File: src/rtl/alu_addr_sequencer_pkg.sv
// rtl/alu_addr_sequencer_pkg.sv - shared CPU types for the address sequencer and ALU controls
package alu_addr_sequencer_pkg;

  typedef enum logic {
    ASEQ_INDEX  = 1'b0,
    ASEQ_BRANCH = 1'b1
  } aseq_mode_t;

  typedef enum logic [1:0] {
    IDLE = 2'd0,
    LO   = 2'd1,
    HI   = 2'd2,
    DONE = 2'd3
  } aseq_state_t;

  typedef enum logic [2:0] {
    ALUOP_HOLD = 3'd0,
    ALUOP_ADD  = 3'd1,
    ALUOP_SUB  = 3'd2,
    ALUOP_AND  = 3'd3,
    ALUOP_OR   = 3'd4,
    ALUOP_XOR  = 3'd5
  } ctrl_alu_op_t;

  // High-byte addend; inverted to 0xFF when a negative displacement needs sign extension.
  localparam logic [7:0] ASEQ_HI_ADDEND = 8'h00;

endpackage

File: src/rtl/alu_addr_sequencer_if.sv
// rtl/alu_addr_sequencer_if.sv - controller request and shared-ALU signals of the address sequencer
interface alu_addr_sequencer_if;
  import alu_addr_sequencer_pkg::*;

  logic         start;
  logic         ready;
  aseq_mode_t   mode;
  logic         force_hi;
  logic [15:0]  base;
  logic [7:0]   offset;
  logic         flush;
  logic         alu_req;
  logic         alu_gnt;
  ctrl_alu_op_t alu_op;
  logic [7:0]   alu_src1;
  logic [7:0]   alu_src2;
  logic         alu_src2_inv;
  logic         alu_c_in;
  logic [7:0]   alu_out;
  logic         alu_c_out;
  logic         done;
  logic [15:0]  result;
  logic         page_cross;

  modport master (
    output start, mode, force_hi, base, offset, flush, alu_gnt, alu_out, alu_c_out,
    input  ready, alu_req, alu_op, alu_src1, alu_src2, alu_src2_inv, alu_c_in,
           done, result, page_cross
  );

  modport slave (
    input  start, mode, force_hi, base, offset, flush, alu_gnt, alu_out, alu_c_out,
    output ready, alu_req, alu_op, alu_src1, alu_src2, alu_src2_inv, alu_c_in,
           done, result, page_cross
  );
endinterface

File: src/rtl/alu_addr_sequencer.sv
// rtl/alu_addr_sequencer.sv - one/two-cycle 16-bit effective address add on the shared 8-bit ALU
module alu_addr_sequencer
  import alu_addr_sequencer_pkg::*;
#(
  parameter bit SKIP_NOCROSS = 1'b1
) (
  input  logic                 i_clock,
  input  logic                 i_reset,
  alu_addr_sequencer_if.slave  bus
);

  aseq_state_t  r_state;
  aseq_mode_t   r_mode;
  logic         r_force_hi;
  logic [15:0]  r_base;
  logic [7:0]   r_offset;
  logic         r_c_lo;
  logic [15:0]  r_result;
  logic         r_page_cross;

  aseq_state_t  w_next_state;
  logic         w_adv;
  logic         w_cross;
  logic         w_skip_hi;

  // A cross is detected from carries alone: a negative displacement borrows when carry=0.
  assign w_adv     = bus.alu_req & bus.alu_gnt;
  assign w_cross   = (r_mode == ASEQ_INDEX) ? bus.alu_c_out : (bus.alu_c_out ^ r_offset[7]);
  assign w_skip_hi = !w_cross && !r_force_hi && SKIP_NOCROSS;

  always_comb begin
    w_next_state = r_state;
    if (bus.flush) begin
      w_next_state = IDLE;
    end else begin
      case (r_state)
        IDLE:    if (bus.start) w_next_state = LO;
        LO:      if (w_adv) w_next_state = w_skip_hi ? DONE : HI;
        HI:      if (w_adv) w_next_state = DONE;
        DONE:    w_next_state = IDLE;
        default: w_next_state = IDLE;
      endcase
    end
  end

  always_ff @(posedge i_clock or posedge i_reset) begin
    if (i_reset) begin
      r_state      <= IDLE;
      r_mode       <= ASEQ_INDEX;
      r_force_hi   <= 1'b0;
      r_base       <= 16'h0000;
      r_offset     <= 8'h00;
      r_c_lo       <= 1'b0;
      r_result     <= 16'h0000;
      r_page_cross <= 1'b0;
    end else begin
      r_state <= w_next_state;
      if (!bus.flush) begin
        case (r_state)
          IDLE: if (bus.start) begin
            r_base     <= bus.base;
            r_offset   <= bus.offset;
            r_mode     <= bus.mode;
            r_force_hi <= bus.force_hi;
          end
          LO: if (w_adv) begin
            r_result[7:0] <= bus.alu_out;
            r_c_lo        <= bus.alu_c_out;
            r_page_cross  <= w_cross;
            if (w_skip_hi) r_result[15:8] <= r_base[15:8];
          end
          HI: if (w_adv) r_result[15:8] <= bus.alu_out;
          default: ;
        endcase
      end
    end
  end

  assign bus.ready        = (r_state == IDLE);
  assign bus.alu_req      = (r_state == LO) || (r_state == HI);
  assign bus.alu_op       = bus.alu_req ? ALUOP_ADD : ALUOP_HOLD;
  assign bus.alu_src1     = (r_state == LO) ? r_base[7:0] :
                            (r_state == HI) ? r_base[15:8] : 8'h00;
  assign bus.alu_src2     = (r_state == LO) ? r_offset :
                            (r_state == HI) ? ASEQ_HI_ADDEND : 8'h00;
  assign bus.alu_src2_inv = (r_state == HI) && (r_mode == ASEQ_BRANCH) && r_offset[7];
  assign bus.alu_c_in     = (r_state == HI) ? r_c_lo : 1'b0;
  assign bus.done         = (r_state == DONE);
  assign bus.result       = r_result;
  assign bus.page_cross   = r_page_cross;

endmodule

File: src/flat_wrapper.sv
// flat-port wrapper written by rule: the top's interface ports become plain ports
module alu_addr_sequencer_flat import alu_addr_sequencer_pkg::*;
#(
  parameter bit SKIP_NOCROSS = 1'b1
)
  (i_clock, i_reset, bus_start, bus_mode, bus_force_hi, bus_base, bus_offset, bus_flush, bus_alu_gnt, bus_alu_out, bus_alu_c_out, bus_ready, bus_alu_req, bus_alu_op, bus_alu_src1, bus_alu_src2, bus_alu_src2_inv, bus_alu_c_in, bus_done, bus_result, bus_page_cross);
  alu_addr_sequencer_if bus_i ();
  input  logic i_clock;
  input  logic i_reset;
  input wire logic [$bits(bus_i.start)-1:0] bus_start;
  input wire logic [$bits(bus_i.mode)-1:0] bus_mode;
  input wire logic [$bits(bus_i.force_hi)-1:0] bus_force_hi;
  input wire logic [$bits(bus_i.base)-1:0] bus_base;
  input wire logic [$bits(bus_i.offset)-1:0] bus_offset;
  input wire logic [$bits(bus_i.flush)-1:0] bus_flush;
  input wire logic [$bits(bus_i.alu_gnt)-1:0] bus_alu_gnt;
  input wire logic [$bits(bus_i.alu_out)-1:0] bus_alu_out;
  input wire logic [$bits(bus_i.alu_c_out)-1:0] bus_alu_c_out;
  output wire logic [$bits(bus_i.ready)-1:0] bus_ready;
  output wire logic [$bits(bus_i.alu_req)-1:0] bus_alu_req;
  output wire logic [$bits(bus_i.alu_op)-1:0] bus_alu_op;
  output wire logic [$bits(bus_i.alu_src1)-1:0] bus_alu_src1;
  output wire logic [$bits(bus_i.alu_src2)-1:0] bus_alu_src2;
  output wire logic [$bits(bus_i.alu_src2_inv)-1:0] bus_alu_src2_inv;
  output wire logic [$bits(bus_i.alu_c_in)-1:0] bus_alu_c_in;
  output wire logic [$bits(bus_i.done)-1:0] bus_done;
  output wire logic [$bits(bus_i.result)-1:0] bus_result;
  output wire logic [$bits(bus_i.page_cross)-1:0] bus_page_cross;
  assign bus_i.start = bus_start;
  assign bus_i.mode = bus_mode;
  assign bus_i.force_hi = bus_force_hi;
  assign bus_i.base = bus_base;
  assign bus_i.offset = bus_offset;
  assign bus_i.flush = bus_flush;
  assign bus_i.alu_gnt = bus_alu_gnt;
  assign bus_i.alu_out = bus_alu_out;
  assign bus_i.alu_c_out = bus_alu_c_out;
  assign bus_ready = bus_i.ready;
  assign bus_alu_req = bus_i.alu_req;
  assign bus_alu_op = bus_i.alu_op;
  assign bus_alu_src1 = bus_i.alu_src1;
  assign bus_alu_src2 = bus_i.alu_src2;
  assign bus_alu_src2_inv = bus_i.alu_src2_inv;
  assign bus_alu_c_in = bus_i.alu_c_in;
  assign bus_done = bus_i.done;
  assign bus_result = bus_i.result;
  assign bus_page_cross = bus_i.page_cross;
  alu_addr_sequencer #(.SKIP_NOCROSS(SKIP_NOCROSS)) u_core (.i_clock(i_clock), .i_reset(i_reset), .bus(bus_i));
endmodule
File: config.mk
export PLATFORM = sky130hd
export DESIGN_NAME = alu_addr_sequencer_flat
export DESIGN_NICKNAME = d
export VERILOG_FILES = /design/src/rtl/alu_addr_sequencer_pkg.sv /design/src/rtl/alu_addr_sequencer_if.sv /design/src/rtl/alu_addr_sequencer.sv /design/src/flat_wrapper.sv
export SDC_FILE = /design/constraint.sdc
export NUM_CORES = 1
export LEC_CHECK = 0
export ABC_CLOCK_PERIOD_IN_PS = 1600
export BUFFER_PORTS_ARGS = -buffer_cell sky130_fd_sc_hd__clkbuf_2
export CORE_MARGIN = 2
export CORE_UTILIZATION = 44
export DETAILED_ROUTE_END_ITERATION = 7
export PLACE_DENSITY_LB_ADDON = 0.25
export SLEW_MARGIN = 15
export SYNTH_ARGS = -nofsm -noshare
export SYNTH_HDL_FRONTEND = slang
export SYNTH_SLANG_ARGS = --single-unit
File: constraint.sdc
create_clock -name i_clock -period 1.6 [get_ports i_clock]
set_input_delay 0.32 -clock i_clock [delete_from_list [all_inputs] [get_ports i_clock]]
set_output_delay 0.32 -clock i_clock [all_outputs]
set_load 0.1 [all_outputs]
Word-level counts from Yosys, hierarchy flattened
Cells that the tools add are included.

Muxes and demuxes: 16. Bitwise gates (word level): 3. Equal/unequal tests: 9. Reductions and logical operators: 12.

Operators with widths (number): two-way mux 8 bit (5); two-way mux 16 bit (1); one-hot mux 8 bit (2 select lines) (1); AND reduction 3 bit (3); two-way mux 2 bit (4); one-hot mux 2 bit (4 select lines) (1); inequality test 2 x 1 -> 1 bit, second input constant (3); inequality test 3 x 2 -> 1 bit, second input constant (2); AND reduction 5 bit (1); equality test 2 bit, second input constant (2); two-way mux 1 bit (4); logical AND 1 bit (3); inequality test 3 bit, second input constant (1); equality test 2 x 1 -> 1 bit, second input constant (1); zero test 1 bit (2); zero test 2 bit (1); nonzero test 2 bit (1); bitwise AND 1 bit (1); logical OR 1 bit (1); NOT 1 bit (1); XOR 1 bit (1).

Output and inout port bits: 41. Register bits after elaboration: 46.

Logic depth before layout (Yosys ltp)
Gate-level depths: netlist (run 1).

Word-level depth: 8. Depth in mapped cells: 8. Mapped depth without buffers: 6.

Worst setup path after synthesis (run 1)
No wires, ideal clock.

Path kind: flip-flop to output port. Start point: reg u_core.r_state[0]. End point: out bus_alu_src1[6]. Path buffers: 2. Slack: -1.907 ns. Data arrival time: 3.187 ns. Stages on the path, launching flop included: 7. Path through: dfrtp_1 inv_1 ha_1 buf_6 clkbuf_1 nand2_1 o21ai_0.

Cells in the longest elaborated chain, start to end: 3. Elaborated cells between the ends (all ways): 4. Those cells by class: eq/ne: 2; mux: 2.

Ends and longest elaborated chain: from (decl) (RTL line alu_addr_sequencer.sv:12) `aseq_state_t r_state;`; from (signal assigned) (RTL line alu_addr_sequencer.sv:57) `r_state <= w_next_state;`; equality test 2 bit (RTL line alu_addr_sequencer.sv:83) `(r_state == HI) ? r_base[15:8] : 8'h00;`; two-way mux 8 bit (RTL line alu_addr_sequencer.sv:83); two-way mux 8 bit (*) (RTL line alu_addr_sequencer.sv:82) `assign bus.alu_src1 = (r_state == LO) ? r_base[7:0] :`; to (decl) (RTL line flat_wrapper.sv:22) `output wire logic [$bits(bus_i.alu_src1)-1:0] bus_alu_src1;`.

Mark *: on every way between the ends. The rest lies on a longest branch, timed or not.

Worst setup path after layout (run 1)
Start point: reg u_core.r_state[0]. End point: out bus_alu_src1[1].

Same word-level chain as after synthesis.

==> results of run 1 <==
cell type report:
type	count	area (µm²)	share of cell area, %
Multi-Input combinational cell	125	1321	34.79
Clock inverter	3	40.04	1.054
Tap cell	67	83.83	2.208
Inverter	5	18.77	0.4942
Sequential cell	46	1152	30.35
Timing Repair Buffer	109	1112	29.29
Clock buffer	5	68.82	1.812
cells in the mapped netlist:
master / number
inv_1: 5
o21ai_0: 17
xor2_1: 1
and3_1: 1
a21o_1: 1
nand2_1: 35
o211ai_1: 1
and2b_1: 1
buf_6: 1
ha_1: 4
buf_2: 4
nand3b_1: 1
buf_4: 4
conb_1: 1
mux2i_1: 1
a211oi_1: 1
and2_1: 10
nor2_1: 2
a31oi_1: 1
and4bb_2: 1
o22ai_1: 1
dfrtp_1: 46
a41oi_4: 1
clkbuf_1: 4
mux2_2: 43
repair_timing:
item | CTS | global route
pin swaps | 10 | 7
setup buffers | 8 | 3
endpoints found under the setup margin | 38 | 68
cloned | 0 | 3
endpoints found under the hold margin | 0 | 0
resized for setup | 29 | 48
hold buffers | 0 | 0
worst min-delay path by stage:
stage / from / endpoint / slack (ps) / cells after the start
floorplan: bus_flush / u_core.r_state[1] / 390 / 1
detailed placement: i_reset / u_core.r_offset[3] / 360 / 3
global placement: i_reset / u_core.r_offset[3] / 360 / 3
CTS: i_reset / u_core.r_offset[3] / 30 / 3
global route: i_reset / u_core.r_offset[3] / 40 / 3
finish: i_reset / u_core.r_offset[3] / 10 / 3
routing by layer:
metal | global-route usage [%] | vias up
met5 | 0 | -
met4 | 4.960 | 0
met3 | 5.285 | 8
met2 | 37.46 | 51
met1 | 25.76 | 912
li1 | - | 839
flip-flops by register name, indices dropped and copies added (netlist names):
register	count
u_core.r_mode	1
u_core.r_force_hi	1
u_core.r_offset	8
u_core.r_state	2
u_core.bus.result	16
u_core.r_c_lo	1
u_core.bus.page_cross	1
u_core.r_base	16
cell families after synthesis:
kind of cell,after synthesis,share of synthesized area (%)
other,1,0.1716
adders and majority gates,4,2.290
and+or+nand+nor,51,10.76
xor gates and xnor gates,1,0.4008
AOI/OAI and AO/OA,23,6.755
buffers and inverters,18,4.350
DFF,46,52.66
muxes,44,22.61
stage by stage:
stage	TNS [ps]	instances	setup WS, ps
4_1_cts	-8217	354	-280.3
3_5_place_dp	-3010	338	-162.1
6_report	-9772	360	-302.5
2_1_floorplan	-9752	189	-268.6
5_1_grt	-11620	360	-334.3
3_3_place_gp	-1663	338	-98.90
cells in the final DEF, fill, tap and decap left out, types with 2 or more instances in the layout:
cell type,synthesis,layout
clkinv_2,0,2
o21ai_4,0,8
o21ai_1,0,3
inv_2,0,3
conb_1,1,2
ha_4,0,4
buf_8,0,3
nand2_4,0,4
clkbuf_2,0,56
buf_12,0,28
nand2_1,35,26
and2_4,0,10
inv_1,5,2
clkbuf_16,0,2
o21ai_0,17,6
buf_6,1,7
clkbuf_8,0,5
nor2_1,2,2
nand2_2,0,4
dfrtp_1,46,45
mux2_4,0,35
buf_4,4,13
mux2_2,43,8
tightest hold or removal path: stages:
cell	delay, ps
clkbuf_2	80
inv_2	60
buf_12	230
==> results by group, run 1 <==
Final layout
  • Fill count: 278
  • Fin util: 79.87%
  • Layout cell share with drive strength beyond 1: 68.60%
  • Layout area overhead: 73.73%
  • Ant diodes: 0
  • Final Instance Area: 3797 µm²
  • NumNets Final: 336

Clock network
  • CTS tree: done
  • CTS sink cnt: 46
  • Clk root buf: clkbuf_8
  • Latest clock arrival within the worst-skew pair: 300 ps
  • H-tree depth: 2
  • Clock Pin Slew Worst Setup and Hold Paths: 90 ps
  • Worst-case clock buffer depth: 2
  • Num CTS Buffers: 5

Timing
  • Setup Skew: 2.384 ps
  • Slew Viols, Final: 0
  • # setup viols final: 67
  • Final setup margin: -302.5 ps
  • RSZ-0062 raised after global routing: yes
  • Hold Vio Cnt, Final: 0
  • Final period util: 118.9%
  • Fmax: 0.5256 GHz
  • Fin Hold WS: 9.835 ps
  • Worst-Margin Slew: 548.7 ps
  • Worst slew margin: 63.58%
  • Period minus WS final: 1903 ps

GRT
  • Largest net degree at the start of global routing: 47
  • Grt ovf: 0
  • GRT Total Usage: 21.08%
  • Vias in the first global route: 1803
  • Global-route wire length before repair: 8749 µm
  • Initial antenna violation count: 0

Placement
  • Placed Area: 3256 µm²
  • IO buf count: 78
  • GP Congestion: 0.8199
  • Post-DP HPWL: 3828 µm

Synth
  • Mapped Area: 2186 µm²
  • Top cells by area, synth: dfrtp_1 (53%), mux2_2 (22%), nand2_1 (6.0%), o21ai_0 (3.9%), and2_1 (2.9%)
  • Mapped Avg Cell Area: 11.63 µm²
  • Synth Instances: 188
  • Top cell type's share of synthesized area: 52.66%
  • Yosys warnings: 0
  • Post-synthesis sequential area ratio: 52.66%
  • Synth cell types: 25
  • Synthesized flop and latch total: 46
  • Area leader, netlist: dfrtp_1

Detailed routing
  • Top Metal Used: met4
  • WL met1: 2657 µm
  • Initial DRC count: 80
  • Vias per cell: 5.028
  • Drt wl/cell: 17.75 µm
  • Met3 WL post-DR: 289 µm
  • WL met2: 3365 µm
  • Post-route ant nets: 0
  • Via count of the routed design: 1810
  • DRC viols: 0
  • TritonRoute pass-1 iters: 4
  • Drt total wl: 6391 µm

Worst setup path
  • Flop2flop setup slack: -270 ps
  • Crit path cell chain: inv_2 -> ha_4 -> buf_8 -> nand2_4 -> o21ai_4 -> buf_12
  • Worst setup SP type: register
  • Worst path max stage delay: 450 ps
  • Critical-path top delay cell: dfrtp_2
  • End of the critical path: bus_alu_src1[1]
  • RR Startpoint: u_core.r_state[0]
  • Critical R2R Capture: u_core.bus.result[15]
  • WP data arrival: 1580 ps
  • Crit path depth: 6
  • Crit. End Element: output pin
  • Crit Path Max Fanout: 6
  • Setup Crit Path Kind: reg2out
  • Setup crit start: u_core.r_state[0]
  • Crit path max-delay family: flip-flops
  • CP Data Required Time: 1280 ps
  • Buf/Inv on CP: 3
  • Reg2Reg Depth: 6

Die
  • Die H: 74.48 µm
  • Top-level port count: 81
  • Die W: 74.48 µm
  • Die ar.: 5547 µm²
  • Initial core utilization: 45.97%
  • Row count: 25
  • Area of the core: 4755 µm²

Worst hold path
  • Min-delay worst type: in2async

Run status
  • Status: finished with violations
  • Violated checks: setup timing

Run
  • Max Cap Viol: 0
Power of run 1 is left out: the tool's default activity adds up to more than one toggle a clock period on the data nets, which glitch-free logic cannot reach.
==> inputs of run 2 (changes only) <==
--- a/config.mk
+++ b/config.mk
@@ -5,10 +5,10 @@
 export SDC_FILE = /design/constraint.sdc
 export NUM_CORES = 1
 export LEC_CHECK = 0
-export ABC_CLOCK_PERIOD_IN_PS = 1600
+export ABC_CLOCK_PERIOD_IN_PS = 1900
 export BUFFER_PORTS_ARGS = -buffer_cell sky130_fd_sc_hd__clkbuf_2
 export CORE_MARGIN = 2
-export CORE_UTILIZATION = 44
+export CORE_UTILIZATION = 49
 export DETAILED_ROUTE_END_ITERATION = 7
 export PLACE_DENSITY_LB_ADDON = 0.25
 export SLEW_MARGIN = 15
==> constraint.sdc (replaced) <==
create_clock -name i_clock -period 1.9 [get_ports i_clock]
set_input_delay 0.38 -clock i_clock [delete_from_list [all_inputs] [get_ports i_clock]]
set_output_delay 0.38 -clock i_clock [all_outputs]
set_load 0.1 [all_outputs]
==> run 2 against run 1 <==
  * The flow still finishes with violations (setup timing)
  * Worst setup slack better by 250 ps
  * Utilization is 1.0 points lower
  * Flip-flop and latch count stayed put
  * Final area decreased by 10%
==> results by group, run 2 (synthesis gave the netlist of run 1 again) <==
Worst setup path
  • WP data arrival: 1580 ps (about the same)
  • RR Startpoint: u_core.r_state[1]
  • Setup Crit Path Kind: reg2out
  • Worst path max stage delay: 410 ps (-40 ps)
  • Flop2flop setup slack: 70 ps (+340 ps)
  • Crit Path Max Fanout: 13 (+7)
  • CP Data Required Time: 1520 ps (+240 ps)
  • Worst setup SP type: register
  • Critical R2R Capture: u_core.bus.result[9]
  • Crit path top cell by count: buf_12
  • Reg2Reg Depth: 5 (-1)
  • Crit. End Element: output pin
  • End of the critical path: bus_alu_src1[4]
  • Crit path cell chain: inv_2 -> ha_4 -> buf_12 -> nand2_1 -> o21ai_4 -> buf_12
  • Setup crit start: u_core.r_state[1]
  • Critical-path top delay cell: dfrtp_1

GRT
  • Grt ovf: 0 (unchanged)
  • Initial antenna violation count: 0 (unchanged)
  • GRT Total Usage: 22.50% (+1.4 points)
  • Vias in the first global route: 1815 (+0.67%)
  • Global-route wire length before repair: 8714 µm (-0.40%)
  • Largest net degree at the start of global routing: 47 (unchanged)

Worst hold path
  • Min-delay worst type: in2async

Detailed routing
  • Drt total wl: 5474 µm (-14%)
  • Via count of the routed design: 1762 (-2.7%)
  • Drt wl/cell: 16.44 µm (-7.4%)
  • Initial DRC count: 89 (+11%)
  • DRC viols: 0 (unchanged)
  • Vias per cell: 5.291 (+5.2%)
  • TritonRoute pass-1 iters: 4 (unchanged)
  • Post-route ant nets: 0 (unchanged)

Final layout
  • NumNets Final: 324 (-3.6%)
  • Fin util: 78.85% (-1.0 points)
  • Area of the multi-input gates: 1119 µm² (-15%)
  • Commonest non-fill, non-tap cells in the layout: clkbuf_2 (57), dfrtp_1 (45), mux2_2 (43), nand2_1 (30), buf_12 (24)
  • Fill count: 260 (-6.5%)
  • Most common cell after layout, fill and taps aside: clkbuf_2
  • Layout area overhead: 55.98%
  • Seq. cell area: 1152 µm² (unchanged)
  • Layout cell share with drive strength beyond 1: 64.77% (-3.8 points)
  • Ant diodes: 0 (unchanged)

Placement
  • GP Congestion: 0.7363 (-10%)
  • Post-DP HPWL: 3681 µm (-3.8%)
  • IO buf count: 78 (unchanged)

Clock network
  • Worst-case clock buffer depth: 2 (unchanged)
  • Clk root buf: clkbuf_8
  • Clock Pin Slew Worst Setup and Hold Paths: 80 ps (about the same)
  • H-tree depth: 2 (unchanged)
  • CTS tree: done
  • Num CTS Buffers: 5 (unchanged)
  • Latest clock arrival within the worst-skew pair: 300 ps (about the same)
  • CTS sink cnt: 46 (unchanged)

Timing
  • Period minus WS final: 1956 ps
  • Worst-Margin Slew: 545.4 ps (-3.320 ps)
  • Final period util: 102.9%
  • # setup viols final: 9 (-87%)
  • Hold Vio Cnt, Final: 0 (unchanged)
  • Final setup margin: -55.65 ps (+246.9 ps)
  • Fmax: 0.5113 GHz
  • Setup Skew: 6.443 ps (+4.059 ps)
  • Worst slew margin: 63.80% (+0.22 points)
  • Fin Hold WS: 81.08 ps (+71.24 ps)
  • Slew Viols, Final: 0 (unchanged)
  • RSZ-0062 raised after global routing: yes

Die
  • Row count: 24 (-4.0%)
  • Initial core utilization: 50.55% (+4.6 points)
  • Area of the core: 4324 µm² (-9.1%)
  • Die W: 70.79 µm (-5.0%)
  • Die H: 70.79 µm (-5.0%)
  • Die ar.: 5011 µm² (-9.7%)
  • Top-level port count: 81 (unchanged)

Run
  • Max Cap Viol: 0 (unchanged)

Run status
  • Status: finished with violations
  • Violated checks: setup timing
## run 2: worst max-delay path, delay by kind of cell (launching register included)
kind,cells,cell delay (ps)
and+or+nand+nor,1,100
DFF,1,410
buffers and inverters,3,450
AOI/OAI and AO/OA,1,100
adders and majority gates,1,210
## run 2: layer usage
layer / part of all wire, % / track usage, %
met4: 1.6 / 7.547
met2: 52 / 37.90
met1: 41 / 27.98
met3: 5.2 / 6.410
met5: 0 / 0
## run 2: worst min path at each step
| stage | start | end | slack, ps | depth (start not counted) |
|---|---|---|---|---|
| 2_1_floorplan | bus_flush | u_core.r_state[1] | 450 | 1 |
| 3_3_place_gp | i_reset | u_core.r_offset[4] | 420 | 3 |
| 3_5_place_dp | i_reset | u_core.r_offset[4] | 420 | 3 |
| 4_1_cts | i_reset | u_core.r_offset[4] | 90 | 3 |
| 5_1_grt | i_reset | u_core.r_base[11] | 100 | 3 |
| 6_report | i_reset | u_core.r_mode | 80 | 3 |
## run 2: what timing repair did
| action | 4_1_cts | 5_1_grt |
|---|---|---|
| buffers inserted | 2 | 5 |
| setup endpoints to repair | 21 | 34 |
| gates resized for setup | 13 | 17 |
| cloned | 1 | 2 |
| hold buffers | 0 | 0 |
| pin swaps | 7 | 4 |
## run 2: cell type report
type                       instances  area share (%)
clock buffer                       8           3.229
inverter                           5          0.6239
multi-input combinational        125           32.81
sequential                        46           33.80
tap                               52           1.908
timing repair buffer              97           27.63
## run 2: per-stage QoR
| step | setup slack [ps] | std cells | setup TNS, ps | instance area, µm² |
|---|---|---|---|---|
| 2_1_floorplan | -241.3 | 189 | -4669 | 2300 |
| 3_5_place_dp | -1.638 | 315 | -1.638 | 3092 |
| 5_1_grt | -122.5 | 333 | -1099 | 3410 |
| 4_1_cts | -56.28 | 326 | -417.6 | 3286 |
| 3_3_place_gp | 79.98 | 315 | 0 | 3092 |
| 6_report | -55.65 | 333 | -313.0 | 3410 |
Power of run 2 is left out for the same reason.
